### src/rtl/sa_row_feeder_pkg.sv
// Shared types for the systolic-array row feeder: FSM encoding and beat-bus layout.
// A beat is packed as {cmd, valid, data}, with cmd in the MSB.
package sa_row_feeder_pkg;

    typedef enum logic [1:0] {
        ST_IDLE   = 2'd0,
        ST_LOAD   = 2'd1,
        ST_STREAM = 2'd2,
        ST_FLUSH  = 2'd3
    } fsm_state_e;

    // Control bits prepended to the data field of a beat: {cmd, valid}.
    localparam int BEAT_CTRL_W = 2;

    // The row pipeline needs NUM_PE+1 cycles to drain, plus the row's own skew.
    function automatic int flush_cycles(input int num_pe, input int row_skew);
        return num_pe + row_skew + 32'sd1;
    endfunction

endpackage

### src/rtl/sa_skew_delay.sv
// Fixed-depth shift register that delays the beat bus by the row index.
// DEPTH=0 degenerates to a plain wire.
module sa_skew_delay #(
    parameter int WIDTH = 10,
    parameter int DEPTH = 0
) (
    input  logic             clk,
    input  logic             rst_n,
    input  logic [WIDTH-1:0] i_data,
    output logic [WIDTH-1:0] o_data
);

    generate
        if (DEPTH == 0) begin : g_wire
            logic unused_clk_rst;
            assign unused_clk_rst = clk & rst_n;
            assign o_data = i_data;
        end else begin : g_pipe
            logic [WIDTH-1:0] pipe_q [DEPTH];

            // Shift chain; every stage clears on reset so no stale beat survives an abort.
            always_ff @(posedge clk or negedge rst_n) begin
                if (!rst_n) begin
                    for (int i = 0; i < DEPTH; i++) begin
                        pipe_q[i] <= {WIDTH{1'b0}};
                    end
                end else begin
                    pipe_q[0] <= i_data;
                    for (int i = 1; i < DEPTH; i++) begin
                        pipe_q[i] <= pipe_q[i-1];
                    end
                end
            end

            assign o_data = pipe_q[DEPTH-1];
        end
    endgenerate

endmodule

### src/rtl/sa_row_feeder.sv
// Left-edge transmitter for one systolic-array row: loads NUM_PE weights (cmd=1),
// streams activations (cmd=0), then waits for the row pipeline to drain.
module sa_row_feeder
    import sa_row_feeder_pkg::*;
#(
    parameter int DATA_WIDTH = 8,
    parameter int NUM_PE     = 4,
    parameter int ROW_SKEW   = 0,
    parameter int LEN_WIDTH  = 16
) (
    input  logic                  clk,
    input  logic                  rst_n,
    input  logic                  i_start,
    input  logic [LEN_WIDTH-1:0]  i_len,
    input  logic [DATA_WIDTH-1:0] w_data,
    input  logic                  w_valid,
    output logic                  w_ready,
    input  logic [DATA_WIDTH-1:0] a_data,
    input  logic                  a_valid,
    output logic                  a_ready,
    output logic [DATA_WIDTH-1:0] o_data_left,
    output logic                  o_valid_left,
    output logic                  o_cmd,
    output logic                  o_busy,
    output logic                  o_done
);

    localparam int WCNT_W    = $clog2(NUM_PE + 1);
    localparam int FCNT_W    = $clog2(NUM_PE + ROW_SKEW + 2);
    localparam int BEAT_W    = DATA_WIDTH + BEAT_CTRL_W;
    localparam int FLUSH_CYC = flush_cycles(NUM_PE, ROW_SKEW);

    localparam logic [WCNT_W-1:0]    WCNT_ZERO = {WCNT_W{1'b0}};
    localparam logic [WCNT_W-1:0]    WCNT_ONE  = WCNT_W'(1'b1);
    localparam logic [WCNT_W-1:0]    WCNT_LAST = WCNT_W'(NUM_PE - 32'sd1);
    localparam logic [LEN_WIDTH-1:0] LEN_ZERO  = {LEN_WIDTH{1'b0}};
    localparam logic [LEN_WIDTH-1:0] ACNT_ONE  = LEN_WIDTH'(1'b1);
    localparam logic [FCNT_W-1:0]    FCNT_ZERO = {FCNT_W{1'b0}};
    localparam logic [FCNT_W-1:0]    FCNT_ONE  = FCNT_W'(1'b1);
    localparam logic [FCNT_W-1:0]    FCNT_LAST = FCNT_W'(FLUSH_CYC - 32'sd1);
    localparam logic [BEAT_W-1:0]    BEAT_IDLE = {BEAT_W{1'b0}};

    fsm_state_e           state_q, state_d;
    logic [LEN_WIDTH-1:0] len_q, len_d;
    logic [WCNT_W-1:0]    wcnt_q, wcnt_d;
    logic [LEN_WIDTH-1:0] acnt_q, acnt_d;
    logic [FCNT_W-1:0]    fcnt_q, fcnt_d;
    logic                 w_ready_q, w_ready_d;
    logic                 a_ready_q, a_ready_d;
    logic                 busy_q, busy_d;
    logic                 done_q, done_d;
    logic [BEAT_W-1:0]    beat_q, beat_d;
    logic [BEAT_W-1:0]    beat_pins_s;
    logic                 w_hs_s;
    logic                 a_hs_s;

    assign w_hs_s = w_valid & w_ready_q;
    assign a_hs_s = a_valid & a_ready_q;

    // State, counters and all registered outputs.
    always_ff @(posedge clk or negedge rst_n) begin
        if (!rst_n) begin
            state_q   <= ST_IDLE;
            len_q     <= LEN_ZERO;
            wcnt_q    <= WCNT_ZERO;
            acnt_q    <= LEN_ZERO;
            fcnt_q    <= FCNT_ZERO;
            w_ready_q <= 1'b0;
            a_ready_q <= 1'b0;
            busy_q    <= 1'b0;
            done_q    <= 1'b0;
            beat_q    <= BEAT_IDLE;
        end else begin
            state_q   <= state_d;
            len_q     <= len_d;
            wcnt_q    <= wcnt_d;
            acnt_q    <= acnt_d;
            fcnt_q    <= fcnt_d;
            w_ready_q <= w_ready_d;
            a_ready_q <= a_ready_d;
            busy_q    <= busy_d;
            done_q    <= done_d;
            beat_q    <= beat_d;
        end
    end

    // Next-state and counter logic.
    always_comb begin
        state_d = state_q;
        len_d   = len_q;
        wcnt_d  = wcnt_q;
        acnt_d  = acnt_q;
        fcnt_d  = fcnt_q;
        case (state_q)
            ST_IDLE: begin
                if (i_start) begin
                    len_d   = i_len;
                    wcnt_d  = WCNT_ZERO;
                    state_d = ST_LOAD;
                end else begin
                    state_d = ST_IDLE;
                end
            end
            ST_LOAD: begin
                if (w_hs_s) begin
                    wcnt_d = wcnt_q + WCNT_ONE;
                    if (wcnt_q == WCNT_LAST) begin
                        acnt_d  = LEN_ZERO;
                        fcnt_d  = FCNT_ZERO;
                        state_d = (len_q != LEN_ZERO) ? ST_STREAM : ST_FLUSH;
                    end else begin
                        state_d = ST_LOAD;
                    end
                end else begin
                    state_d = ST_LOAD;
                end
            end
            ST_STREAM: begin
                if (a_hs_s) begin
                    acnt_d = acnt_q + ACNT_ONE;
                    if (acnt_d == len_q) begin
                        fcnt_d  = FCNT_ZERO;
                        state_d = ST_FLUSH;
                    end else begin
                        state_d = ST_STREAM;
                    end
                end else begin
                    state_d = ST_STREAM;
                end
            end
            ST_FLUSH: begin
                if (fcnt_q == FCNT_LAST) begin
                    fcnt_d  = FCNT_ZERO;
                    state_d = ST_IDLE;
                end else begin
                    fcnt_d  = fcnt_q + FCNT_ONE;
                    state_d = ST_FLUSH;
                end
            end
            default: begin
                state_d = ST_IDLE;
            end
        endcase
    end

    // Outputs are decoded from the next state so they come straight out of flops.
    always_comb begin
        w_ready_d = (state_d == ST_LOAD);
        a_ready_d = (state_d == ST_STREAM);
        busy_d    = (state_d != ST_IDLE);
        done_d    = (state_d == ST_FLUSH) && (fcnt_d == FCNT_LAST);
        if (w_hs_s) begin
            beat_d = {1'b1, 1'b1, w_data};
        end else if (a_hs_s) begin
            beat_d = {1'b0, 1'b1, a_data};
        end else begin
            beat_d = BEAT_IDLE;
        end
    end

    sa_skew_delay #(
        .WIDTH (BEAT_W),
        .DEPTH (ROW_SKEW)
    ) u_skew (
        .clk    (clk),
        .rst_n  (rst_n),
        .i_data (beat_q),
        .o_data (beat_pins_s)
    );

    assign w_ready      = w_ready_q;
    assign a_ready      = a_ready_q;
    assign o_busy       = busy_q;
    assign o_done       = done_q;
    assign o_cmd        = beat_pins_s[BEAT_W-1];
    assign o_valid_left = beat_pins_s[BEAT_W-2];
    assign o_data_left  = beat_pins_s[DATA_WIDTH-1:0];

endmodule
### config.mk
export PLATFORM = sky130hd
export DESIGN_NAME = sa_row_feeder
export DESIGN_NICKNAME = d
export VERILOG_FILES = /design/src/rtl/sa_row_feeder_pkg.sv /design/src/rtl/sa_skew_delay.sv /design/src/rtl/sa_row_feeder.sv
export SDC_FILE = /design/constraint.sdc
export NUM_CORES = 1
export LEC_CHECK = 0
export ABC_AREA = 1
export CORE_MARGIN = 10
export CORE_UTILIZATION = 53
export DETAILED_ROUTE_END_ITERATION = 6
export PLACE_DENSITY = 0.85
export RECOVER_POWER = 50
export SLEW_MARGIN = 20
export SYNTH_ARGS = -nofsm -noshare
export SYNTH_HDL_FRONTEND = slang
export SYNTH_SLANG_ARGS = --single-unit
### constraint.sdc
create_clock -name clk -period 2.2 [get_ports clk]
set_clock_uncertainty 0.05 [all_clocks]
set_input_delay 0.22 -clock clk [delete_from_list [all_inputs] [get_ports clk]]
set_output_delay 0.22 -clock clk [all_outputs]
set_load 0.05 [all_outputs]
### After elaboration in Yosys (flattened, before gate mapping)

Index checks and enable logic that the tools add are counted.

* bits in read-only memories: 0
* memories: 0
* RAM bits: 0
* flip-flop bits (word level): 54
* latch bits: 0

* div/mod/pow operators: 0
* order comparisons: 0
* shift operators: 0
* add/sub/neg operators: 3
* bitwise operators: 2
* reductions and logical operators: 9
* $mul: 0
* multiplexer cells: 23
* eq/ne operators: 14

Operator list (count)
* 2-to-1 mux 16 bit: 3
* one-hot mux 16 bit (2 select lines): 1
* 2-to-1 mux 3 bit: 7
* adder 16 x 1 -> 16 bit (second input constant): 1
* == test 16 bit: 1
* nonzero test 16 bit: 1
* 2-to-1 mux 10 bit: 1
* 2-to-1 mux 9 bit: 1
* one-hot mux 3 bit (3 select lines): 1
* == test 2 bit (second input constant): 4
* 2-to-1 mux 2 bit: 4
* != test 2 bit (second input constant): 4
* one-hot mux 2 bit (4 select lines): 1
* adder 3 x 1 -> 3 bit (second input constant): 2
* == test 3 bit (second input constant): 2
* one-hot mux 3 bit (2 select lines): 1
* nonzero test 2 bit: 3
* == test 2 x 1 -> 1 bit (second input constant): 2
* AND reduction 4 bit: 1
* == test 3 x 2 -> 1 bit (second input constant): 1
* 2-to-1 mux 1 bit: 3
* AND reduction 3 bit: 1
* bitwise AND 1 bit: 2
* zero test 2 bit: 1
* other kinds (2): 2

### Depth between registers and ports, before layout

* word-level depth: 7
* gate-level depth with buffers: 16

### Modules after synthesis

Synthesis repeated with hierarchy kept, for this count alone.

* cells, all modules: 396
* area total of the unflattened synthesis: 3072.9 sq um

Modules (own cells, without submodules)
* sa_row_feeder: area each 2997.9 sq um, cells an instance 386, sequential area each 1351.3 sq um, times used 1
* sa_skew_delay: area each 75.1 sq um, cells an instance 10, sequential area each 0.0 sq um, times used 1

### Worst setup path after synthesis

No wires, ideal clock.

* kind: flip-flop to flip-flop
* start: register acnt_q[0]
* end: register fcnt_q[2]
* period minus slack after synthesis: 1.917 ns
* path slack: 0.283 ns
* buffers on the path: 0
* library setup time: 0.133 ns
* required time: 2.017 ns
* cell stages (with the launch flop): 13
* data arrival time: 1.734 ns
* path through: dfrtp_1 -> ha_1 -> nand2_1 -> clkinv_1 -> nand2_1 -> nand2_1 -> xor2_1 -> nor2_1 -> nand3_1 -> nor2_2 -> nand3_2 -> a31oi_1 -> nand3_1

* cells in the longest elaborated chain, start to end: 5

Ends and longest elaborated chain
* start: declaration: RTL line sa_row_feeder.sv:46 `logic [LEN_WIDTH-1:0] acnt_q, acnt_d;`
* start signal: assignment: RTL line sa_row_feeder.sv:77 `acnt_q <= acnt_d;`
* adder 16 x 1 -> 16 bit: RTL line sa_row_feeder.sv:120 `acnt_d = acnt_q + ACNT_ONE;`
* == test 16 bit: RTL line sa_row_feeder.sv:121 `if (acnt_d == len_q) begin`
* 2-to-1 mux 3 bit: RTL line sa_row_feeder.sv:121
* 2-to-1 mux 3 bit: RTL line sa_row_feeder.sv:119 `if (a_hs_s) begin`
* one-hot mux 3 bit (3 select lines): RTL line sa_row_feeder.sv:94 `case (state_q)`
* net fcnt_d[2]: RTL line sa_row_feeder.sv:47 `logic [FCNT_W-1:0] fcnt_q, fcnt_d;`
* end signal: assignment: RTL line sa_row_feeder.sv:78 `fcnt_q <= fcnt_d;`
* end: declaration: RTL line sa_row_feeder.sv:47

The timed path passes the listed nets, and every way through them passes these cells.
A chain may end at the register's enable or synchronous reset.

### Worst setup path in the final report

Ends and elaborated chain as after synthesis.

==> metrics.md <==
| Metric | Value |
|---|---|
| Fin nets | 494 |
| Hold/Removal Path Class | in -> reg |
| Peak Freq | 445 MHz |
| H-tree lvl count | 2 |
| CP max stage cell | dfrtp_1 |
| Design area | approximately 0.0038 mm² |
| Slew headroom | 0.455 |
| Yosys warns | 0 |
| Final std cells w/o fill | between 500 and 600 |
| Compound-cell area share of the yosys netlist | 0.0876 |
| Total grt overflow | 0 |
| Status | finished, violations left |
| Failing checks | negative setup slack |
| Final Max Tran Viols | 0 |
| Total number of vias | 2923 |
| Row count | 27 |
| CP Data Required Time | 2.35 ns |
| CP startpoint kind | register |
| Port bufs | 50 |
| Clk Latency, worst-skew pair | between 0.3 and 0.4 ns |
| DR DRC count | 0 |
| Initial antenna violation count | 0 |
| Layout area overhead | 27.9% |
| Hold path endpoint | beat_q[3] |
| Overall Power | roughly 5.0 mW |
| I/O pin cnt | between 50 and 60 |
| Clk pwr share | 0.114 |
| Post-synthesis average cell area | 7.70 µm² |
| Vias in the first global route | between 2000 and 3000 |
| Die width | between 90 and 100 µm |
| Max rail drop VDD | slightly above 0.0008 V |
| Post-synthesis mux area share | 0 |
| Fin crit share | 1.02 |
| Distinct cell type count after synthesis | 33 |
| Worst-path cell chain | ha_4 -> nand2_4 -> nor2_4 -> nand3_2 -> nand3_2 -> nand2_2 -> nor2_2 -> nand3_2 -> nor2_4 -> nand3_2 -> buf_4 -> a31oi_4 -> nand3_1 |
| Routed Antenna Nets | 0 |
| WL final | roughly 8200 µm |
| Adder-Cell Fraction of Synth Area | 0.0209 |
| Critical path type | reg -> reg |
| Proportion of layout cells with a drive suffix above 1 | 0.146 |
| Initial drt markers | around 360 |
| Largest net degree at the start of global routing | 35 |
| Sequential area share after synthesis | 0.452 |
| Tot GR Track Use | 0.180 |
| First-pass GRT wire length | ~13000 µm |
| Worst r2r dst | fcnt_q[2] |
| Mean routed wirelength per cell | ~16 µm |
| CP max stage delay | roughly 0.50 ns |
| Synth area leader | dfrtp_1 |
| Synth Area in XOR/XNOR | 0.0193 |
| Worst setup margin | -0.0494 ns |
| Max_cap viols | 0 |
| Pwr/cell area | approximately 1300 mW/mm² |
| Number of inserted diodes | 0 |
| Filler cells | approximately 420 |
| Syn nets | between 400 and 500 |
| Area of placed instances | approximately 0.0036 mm² |
| Cell mode on critical path | nand3_2 |
| Synth Instances | between 300 and 400 |
| Hold Startpoint | w_data[3] |
| Post-synthesis simple-gate area fraction | 0.346 |
| Core ar. | approximately 0.0055 mm² |
| Setup TNS | -0.0733 ns |
| Worst flop-to-flop path startpoint | acnt_q[0] |
| Net Switching | between 2 and 2.5 mW |
| Placed Cells incl. Taps | 512 |
| Worst-margin pin slew | 0.818 ns |
| CTS tree | yes |
| Gpl congestion | 0.964 |
| Clock buffer depth | 2 |
| Worst Setup End Kind | register |
| Main combinational cell family by area after synthesis | simple AND/OR/NAND/NOR gates |
| CP startpoint | acnt_q[0] |
| DR vias/cell | 5.57 |
| Mapped Area | around 0.0030 mm² |
| Starting density of the core | 0.546 |
| Final Hold Fails | 0 |
| DP HPWL | approximately 6000 µm |
| CP Data Arrival Time | ~2.4 ns |
| Synth top area share | 0.452 |
| Sequential share of power | 0.365 |
| Yosys reg bits | 54 |
| Final Setup Violations | 2 |
| CTS buffer count | 5 |
| Reg2Reg Depth | 13 |
| Largest cells by area after synthesis | dfrtp_1 (45%), nand2_1 (15%), nand3_1 (7.0%), inv_1 (6.0%), o21ai_0 (4.0%) |
| Die area | around 0.009 mm² |
| Leakage | about 1.8 nW |
| CTS clk-pin slew, worst paths | around 0.10 ns |
| Hold depth | 3 |
| Clock Tree Root | clkbuf_8 |
| Critical Path Fanout Max | 6 |
| 1st-pass router iterations | 5 |
| Chip Height | around 95 µm |
| Net Sw Frac | 0.488 |
| FF-to-FF setup slack | -0.05 ns |
| Crit path time final | 2.25 ns |
| CTS Sinks | 54 |
| Logic pwr share | 0.521 |
| RSZ-0062 raised after global routing | true |
| Util after Layout | 0.698 |
| Cell internal pwr | ~2.6 mW |
routing by layer:
metal / track usage / part of all wire / vias to the layer above
met2: 0.311 / 0.51 / 134
met1: 0.213 / 0.40 / 1384
met5: 0 / 0 / -
met3: 0.0487 / 0.070 / 21
met4: 0.0549 / 0.022 / 0
li1: - / - / 1384
power by group through the flow:
stage          clock [mW]  combinational, mW  sequential, mW
2_1_floorplan           0               1.55            1.92
3_3_place_gp            0               2.31            1.78
3_5_place_dp            0               2.38            1.79
4_1_cts             0.590               2.39            1.78
5_1_grt             0.621               2.92            1.90
6_report            0.573               2.62            1.84
cells in the final DEF, fill, tap and decap left out, drive strengths merged:
cell	count
nand3	44
o2111ai	1
xnor3	1
clkinv	1
nand4	8
nor4	4
nor2	31
xnor2	1
clkdlybuf4s50	49
nand2	129
o31ai	2
dfrtp	54
clkbuf	10
nor3	3
xor2	3
o211ai	1
ha	5
a31oi	2
dlygate4sd3	1
a211oi	1
a21oi	4
buf	8
o21ai	28
o22ai	8
inv	54
cells in the mapped netlist (all sizes together):
library cell,number
nand2,129
dfrtp,54
inv,51
nand3,44
nor2,31
o21ai,28
nand4,8
o22ai,8
clkbuf,5
ha,5
a21oi,4
nor4,4
nor3,3
xor2,3
a31oi,2
o31ai,2
a211oi,1
buf,1
clkinv,1
o2111ai,1
o211ai,1
xnor2,1
xnor3,1
how the worst max path moves through the flow:
stage	end	slack, ns	depth (start not counted)
floorplan	fcnt_q[2]	0.28	12
global placement	o_done	0.17	15
detailed placement	o_done	0.06	15
CTS	o_done	0.03	15
global route	o_done	-0.16	15
finish	fcnt_q[2]	-0.05	13
per-stage QoR:
step	hold WS, ns	setup slack, ns
after global routing	0.395	-0.164
final	0.387	-0.0494
after global placement	0.266	0.167
after floorplan	-0.126	0.283
after detailed placement	0.273	0.0579
after CTS	0.374	0.0330
kinds of logic (layout without fill, tap and decap cells):
logic type               count (synthesis)  count (layout)
AO/OA/AOI/OAI                           47              47
XOR/XNOR                                 5               5
adder cells (fa/ha/maj)                  5               5
buffers and inverters                   58             123
flip-flops                              54              54
AND/OR/NAND/NOR                        219             219
worst max-delay path: cells and delay by family (launching register included):
kind / cells / cell delay [ns]
AND/OR/NAND/NOR: 10 / 1.07
flip-flops: 1 / 0.50
adder cells (fa/ha/maj): 1 / 0.21
AO/OA/AOI/OAI: 1 / 0.14
buffers and inverters: 1 / 0.16
layout make-up:
class / count / area (µm²) / area share
well taps: 72 / 90.1 / 0.0236
flip-flops and latches: 54 / 1350 / 0.354
clock inverters: 3 / 22.5 / 0.00590
inverters: 52 / 195 / 0.0511
repair buffers: 63 / 581 / 0.152
multi-input cells: 276 / 1510 / 0.395
clock buffers: 5 / 68.8 / 0.0180
registers in the layout (all words and copies together) (netlist names):
signal / cells
len_q: 16
a_ready: 1
beat_q: 10
wcnt_q: 3
o_busy: 1
o_done: 1
fcnt_q: 3
acnt_q: 16
state_q: 2
w_ready: 1
timing repair:
item	CTS	global route
setup endpoints to repair	0	6
setup buffers	0	4
gates resized for setup	0	25
endpoints found under the hold margin	32	0
hold buffers	1	0
Power figures use the tool's default switching activity.
